[config.mk]
export PLATFORM = sky130hd
export DESIGN_NAME = shift_multiplier
export DESIGN_NICKNAME = d
export VERILOG_FILES = /design/src/rtl/shift_multiplier.sv
export SDC_FILE = /design/constraint.sdc
export NUM_CORES = 1
export LEC_CHECK = 0
export CORE_MARGIN = 1
export CORE_UTILIZATION = 25
export CTS_BUF_LIST = sky130_fd_sc_hd__clkbuf_4 sky130_fd_sc_hd__clkbuf_8
export CTS_CLUSTER_DIAMETER = 200
export DETAILED_ROUTE_END_ITERATION = 10
export PLACE_DENSITY = 0.52
export SYNTH_ARGS = -nofsm -noshare
export SYNTH_HDL_FRONTEND = slang
export SYNTH_SLANG_ARGS = --single-unit
[constraint.sdc]
create_clock -name clk -period 2.8 [get_ports clk]
set_input_delay 0.84 -clock clk [delete_from_list [all_inputs] [get_ports clk]]
set_output_delay 0.84 -clock clk [all_outputs]
set_load 0.02 [all_outputs]
[src/rtl/shift_multiplier.sv]
// shift_multiplier: sequential unsigned shift-and-add multiplier.
// Produces the 2N-bit product of A and B, consuming one multiplier bit per
// rising clock edge. A new multiplication starts whenever rst_n is released.
// The result is final after N edges and then holds until the next reset.
//
// Optional feature macro: SHIFT_MULT_DONE_EN (adds the registered done port).
//
// Ports:
//   clk      - clock, all state updates on the rising edge
//   rst_n    - asynchronous active-low reset; release starts a multiply
//   A        - N-bit unsigned multiplicand, read live while running
//   B        - N-bit unsigned multiplier, read live while running
//   product  - 2N-bit accumulator (partial sums while running, A*B when done)
//   done     - (SHIFT_MULT_DONE_EN only) high once all N bits are consumed
module shift_multiplier #(
  parameter int unsigned N = 4
) (
  input  logic           clk,
  input  logic           rst_n,
  input  logic [N-1:0]   A,
  input  logic [N-1:0]   B,
  output logic [2*N-1:0] product
`ifdef SHIFT_MULT_DONE_EN
  ,
  output logic           done
`endif
);

  localparam int unsigned PW = 2 * N;
  localparam int unsigned CW = $clog2(N + 1);

  logic [PW-1:0] acc_q, acc_d;
  logic [CW-1:0] cnt_q, cnt_d;
  logic [N-1:0]  b_sh_c;
  logic          run_c;

  // Still consuming multiplier bits; cnt == N is the terminal (done) state.
  assign run_c  = (cnt_q < CW'(N));
  // Current multiplier bit lands in bit 0; avoids an over-wide bit select.
  assign b_sh_c = B >> cnt_q;

  // Next-state: conditionally add the shifted multiplicand, advance the index.
  always_comb begin
    acc_d = acc_q;
    cnt_d = cnt_q;
    if (run_c) begin
      if (b_sh_c[0]) begin
        acc_d = acc_q + (PW'(A) << cnt_q);
      end
      cnt_d = cnt_q + CW'(1);
    end
  end

  // Accumulator and bit index registers.
  always_ff @(posedge clk or negedge rst_n) begin
    if (!rst_n) begin
      acc_q <= '0;
      cnt_q <= '0;
    end else begin
      acc_q <= acc_d;
      cnt_q <= cnt_d;
    end
  end

  assign product = acc_q;

`ifdef SHIFT_MULT_DONE_EN
  logic done_q, done_d;

  // Rises on the same edge that the index reaches N.
  always_comb begin
    done_d = (cnt_d == CW'(N));
  end

  always_ff @(posedge clk or negedge rst_n) begin
    if (!rst_n) begin
      done_q <= 1'b0;
    end else begin
      done_q <= done_d;
    end
  end

  assign done = done_q;
`endif

endmodule

==> out/qor.csv, run 1 <==
metric;value;unit
Post-layout nets;141;
Seq/Total Area, Yosys;0.317;
ys flop type;dfrtp_1;
Final ANT Viol Nets;0;
Area contributors post-synth;dfrtp_1 32%, ha_1 12%, mux2i_1 4.6%;
clock sinks;11;
CP Capture Type;flop;
starting density of the core;0.260;
kind of critical path;in -> reg;
Critical Path RT;3010;ps
largest net degree at the start of global routing;14;
P per Cell Area;501;mW/mm^2
Worst Path Max Fanout;3;
RR Endpoint;product[5];
CP startpoint;A[2];
layout filler cell count;355;
first-pass GRT wire length;3340;um
Syn Inst Count;93;
Fmax;0.367;GHz
vias per inst;4.60;
min Tclk post-route;2730;ps
Placer Congestion;0.808;
Yosys top cell by area;dfrtp_1;
crit share post-route;0.973;
Syn Nets;112;
Pre-Repair DR Iteration Count;3;
outcome;finished, final reports clean;
number of global-route vias before repair;756;
worst skew pair latency;270;ps
die height;60.9;um
DP HPWL;1500;um
setup TNS;0;ps
share of layout cells above drive strength 1;0.256;
skew final;1.98;ps
EDFF count, synth;0;
unique cell type count in the Yosys netlist;36;
Place WS;-357;ps
most frequent cells in the layout;15 x clkdlybuf4s50_1, 11 x dfrtp_1, 11 x buf_4, 9 x nand2_1;
First DRT Iteration DRCs;19;
critical path capture point;product[5];
Total Power;0.614;mW
Post-synth ARST share;1.00;
PortBufs;17;
I/O pins;18;
Worst EP arrival;2940;ps
most common cell after layout, fill and taps aside;clkdlybuf4s50_1;
initial antenna violation count;0;
Worst-Margin Slew;568;ps
diode count;0;
Max Slew Vio Count;0;
DR WL/cell;12.2;um
warnings from Yosys;0;
setup ws final;74.8;ps
Worst VDD drop;224;uV
TritonCTS clock tree;done;
Yosys top cell area share;0.317;
clock buffer depth;2;
final hold vios;0;
gr ovfl total;0;
Reg-to-Reg Start;cnt_q[0];
area of the mapped netlist;867;um^2
max_cap viols;0;
Core Rows;21;
Reg clk slew, reported paths;80;ps
Via Count;768;
reg2reg path depth;8;
All-Layer GR Usage;0.124;
Die W;60.9;um
Total Routed Length;2030;um
Layout Area Growth over Synthesis;41.6;%
die area;0.00371;mm^2
Synth Area per Inst;9.32;um^2
LEAKAGE;0.535;nW
final setup fails;0;
Slew Limit Headroom;0.620;
core area;0.00334;mm^2
#FFs+latches synth;11;
cts bufs inserted;3;
reg2reg setup slack;380;ps
CP startpoint kind;primary input;
H-tree Lvls;1;
Hold WC Path Type;reg -> reg;
DR DRC count;0;
clk root buf;clkbuf_4;
[layout make-up]
class / instances / area, um^2 / area share
sequential: 11 / 275 / 0.224
tap: 46 / 57.6 / 0.0469
clock buffer: 4 / 30.0 / 0.0245
timing repair buffer: 28 / 258 / 0.210
multi-input combinational: 75 / 596 / 0.485
inverter: 3 / 11.3 / 0.00917
[synth_stat cells, types with 2 or more instances]
cell	number
a21oi_1	4
nor2b_1	5
dfrtp_1	11
nor2_1	7
o21a_1	3
xor2_1	2
o211ai_1	2
mux2i_1	4
nand2b_1	3
inv_1	3
nand2_1	9
ha_1	8
xnor2_1	2
o21ai_0	8
[repair_timing]
| action | CTS | global route |
|---|---|---|
| pin swaps | 1 | 4 |
| buffers inserted | 0 | 0 |
| endpoints found under the setup margin | 1 | 4 |
| gates cloned | 0 | 0 |
| hold buffers | 0 | 0 |
| gates resized for setup | 4 | 10 |
[sequential cells by signal (all words and copies together), names as in the netlist]
name     cells
cnt_q        3
product      8
[layer usage]
layer  GRT usage  vias up  share of wire
li1            -      386              -
met1       0.153      366           0.46
met2       0.217       14           0.50
met3      0.0448        2          0.038
met4     0.00974        0         0.0039
met5           0        -              0
[worst min path at each step]
stage,start,end,slack (ps),cells past startpoint
4_1_cts,product[7],product[7],490,1
3_5_place_dp,product[7],product[7],470,1
6_report,product[7],product[7],480,1
3_3_place_gp,product[7],product[7],460,1
5_1_grt,product[7],product[7],500,1
2_1_floorplan,rst_n,cnt_q[0],540,0
[critical path, cell delays in order]
cell and delay [ps]:
clkdlybuf4s50_1 450, mux2i_1 200, nor2_1 60, a21oi_1 140
nor2_1 60, ha_1 330, o21ai_0 90, o21a_1 220
or4_1 470, nand3_1 90
[stage by stage]
step / hold WS [ps] / area (um^2) / std cells / utilization
after global placement: 462 / 1150 / 163 / 0.346
final: 480 / 1230 / 167 / 0.368
after floorplan: 544 / 867 / 93 / -
after global routing: 495 / 1230 / 167 / 0.368
after CTS: 488 / 1200 / 167 / 0.358
after detailed placement: 469 / 1150 / 163 / 0.346
[power by group]
group / internal [mW] / total (mW) / switching, mW
Clock: 0.0649 / 0.126 / 0.0609
Sequential: 0.187 / 0.213 / 0.0254
Combinational: 0.144 / 0.276 / 0.132
[cells by family (layout without fill, tap and decap cells)]
group,after synthesis,in the layout,share of synthesized area
compound gates,25,25,0.190
xor+xnor,4,4,0.0404
fa+ha+maj,9,9,0.139
buf+inv,7,35,0.0404
flops,11,11,0.317
mux,7,7,0.0981
simple gates,30,30,0.175
Note: power is estimated with default switching activity, not from simulation.
==> run 2: changes to the inputs <==
--- a/config.mk
+++ b/config.mk
@@ -10,6 +10,7 @@
 export CTS_BUF_LIST = sky130_fd_sc_hd__clkbuf_4 sky130_fd_sc_hd__clkbuf_8
 export CTS_CLUSTER_DIAMETER = 200
 export DETAILED_ROUTE_END_ITERATION = 10
+export HOLD_SLACK_MARGIN = 0.05
 export PLACE_DENSITY = 0.52
 export SYNTH_ARGS = -nofsm -noshare
 export SYNTH_HDL_FRONTEND = slang
==> results of run 2 <==
No change in the layout: final DEF, timing and power equal those of run 1.
==> run 3: changes to the inputs <==
==> constraint.sdc (replaced) <==
create_clock -name clk -period 2.8 [get_ports clk]
set_input_delay 0.84 -clock clk [delete_from_list [all_inputs] [get_ports clk]]
set_output_delay 0.84 -clock clk [all_outputs]
set_load 0.1 [all_outputs]
==> run 3 against run 2 <==
Cell count up 1.8%. Power up 28%. Core utilization decreased by 0.23 points. Clock power about the same.
==> out/qor.csv, run 3 (synthesis gave the netlist of run 1 again) <==
metric;value;unit
final setup fails;0;
worst hold margin;480;ps
Worst EP arrival;2880;ps
number of global-route vias before repair;740;
most frequent cells in the layout;22 x buf_4, 11 x dfrtp_1, 9 x nand2_1;
first-pass GRT wire length;3190;um
Die W;60.9;um
Via Count;755;
Max Slew Vio Count;0;
Worst VDD drop;258;uV
DP HPWL;1490;um
All-Layer GR Usage;0.119;
die height;60.9;um
clk root buf;clkbuf_4;
largest net degree at the start of global routing;14;
Critical Path RT;3010;ps
final hold vios;0;
starting density of the core;0.260;
most common cell after layout, fill and taps aside;buf_4;
skew final;0.406;ps
Slew Limit Headroom;0.649;
Fmax;0.375;GHz
Worst Path Max Fanout;3;
most frequent cell on the critical path;mux2i_1;
Pre-Repair DR Iteration Count;5;
cell total after placement;163;
Largest register FFs;8;
CP max stage cell;or4_1;
share of layout cells above drive strength 1;0.306;
clock buffer depth;2;
Layout Area Growth over Synthesis;40.7;%
Total Power;0.784;mW
Total Routed Length;1940;um
clock sinks;11;
Post-layout nets;144;
DR WL/cell;11.4;um
TritonCTS clock tree;done;
I/O pins;18;
CP Buf/Inv Count;1;
CP Capture Type;flop;
crit share post-route;0.953;
initial antenna violation count;0;
P per Cell Area;643;mW/mm^2
Place WS;-329;ps
Worst-Margin Slew;524;ps
DR DRC count;0;
non-filler instance count after layout;170;
outcome;finished, final reports clean;
cts bufs inserted;3;
Final ANT Viol Nets;0;
min Tclk post-route;2670;ps
Hold Buf Count CTS;0;
CP cell instances;clkdlybuf4s50_1 > mux2i_1 > mux2i_1 > nor2b_1 > ha_1 > o21ai_1 > o21a_1 > or4_1 > nand3_1;
kind of critical path;in -> reg;
H-tree Lvls;1;
delay-heaviest family, CP;simple AND/OR/NAND/NOR gates;
Reg clk slew, reported paths;70;ps
CP startpoint kind;primary input;
diode count;0;
die area;0.00371;mm^2
core area;0.00334;mm^2
setup ws final;130;ps
LEAKAGE;0.559;nW
Placer Congestion;0.770;
CP peak stage delay;470;ps
Core Rows;21;
vias per inst;4.44;
max_cap viols;0;
PortBufs;17;
First DRT Iteration DRCs;9;
reg2reg setup slack;400;ps
Hold WC Path Type;reg -> reg;
worst skew pair latency;270;ps
gr ovfl total;0;
run 3: area by class of cell:
type	instances	area [um^2]
multi-input combinational	75	586
clock buffer	4	30.0
sequential	11	275
tap	46	57.6
fill	342	2120
timing repair buffer	31	260
inverter	3	11.3
run 3: worst paths after layout:
kind                                 start          to  depth (start not counted)
worst min register to register  product[7]  product[7]                          1
max in group asynchronous            rst_n    cnt_q[0]                          1
min in group asynchronous            rst_n  product[4]                          1
worst min-delay path            product[7]  product[7]                          1
worst max register to register    cnt_q[0]  product[5]                          8
worst max-delay path                  A[2]  product[5]                          9
run 3: power by group:
part	leakage, nW	internal [mW]	total [mW]	switching (mW)
logic	0.405	0.136	0.447	0.311
clock network	0.0184	0.0649	0.124	0.0591
registers	0.136	0.187	0.213	0.0254
run 3: through the flow:
| step | TNS, ps | utilization | instance area [um^2] |
|---|---|---|---|
| detailed placement | -1190 | 0.340 | 1130 |
| finish | 0 | 0.366 | 1220 |
| CTS | 0 | 0.351 | 1170 |
| global route | -28.0 | 0.366 | 1220 |
| floorplan | 0 | - | 867 |
| global placement | -986 | 0.340 | 1130 |
run 3: metal layers:
layer	track usage	routed length, um
met1	0.156	955
met2	0.185	880
met3	0.0448	76
met4	0.0292	23
met5	0	0
run 3: timing repair:
| action | 4_1_cts | 5_1_grt |
|---|---|---|
| endpoints found under the setup margin | 1 | 4 |
| pin swaps | 0 | 5 |
| setup buffers | 0 | 3 |
| resized for setup | 2 | 10 |
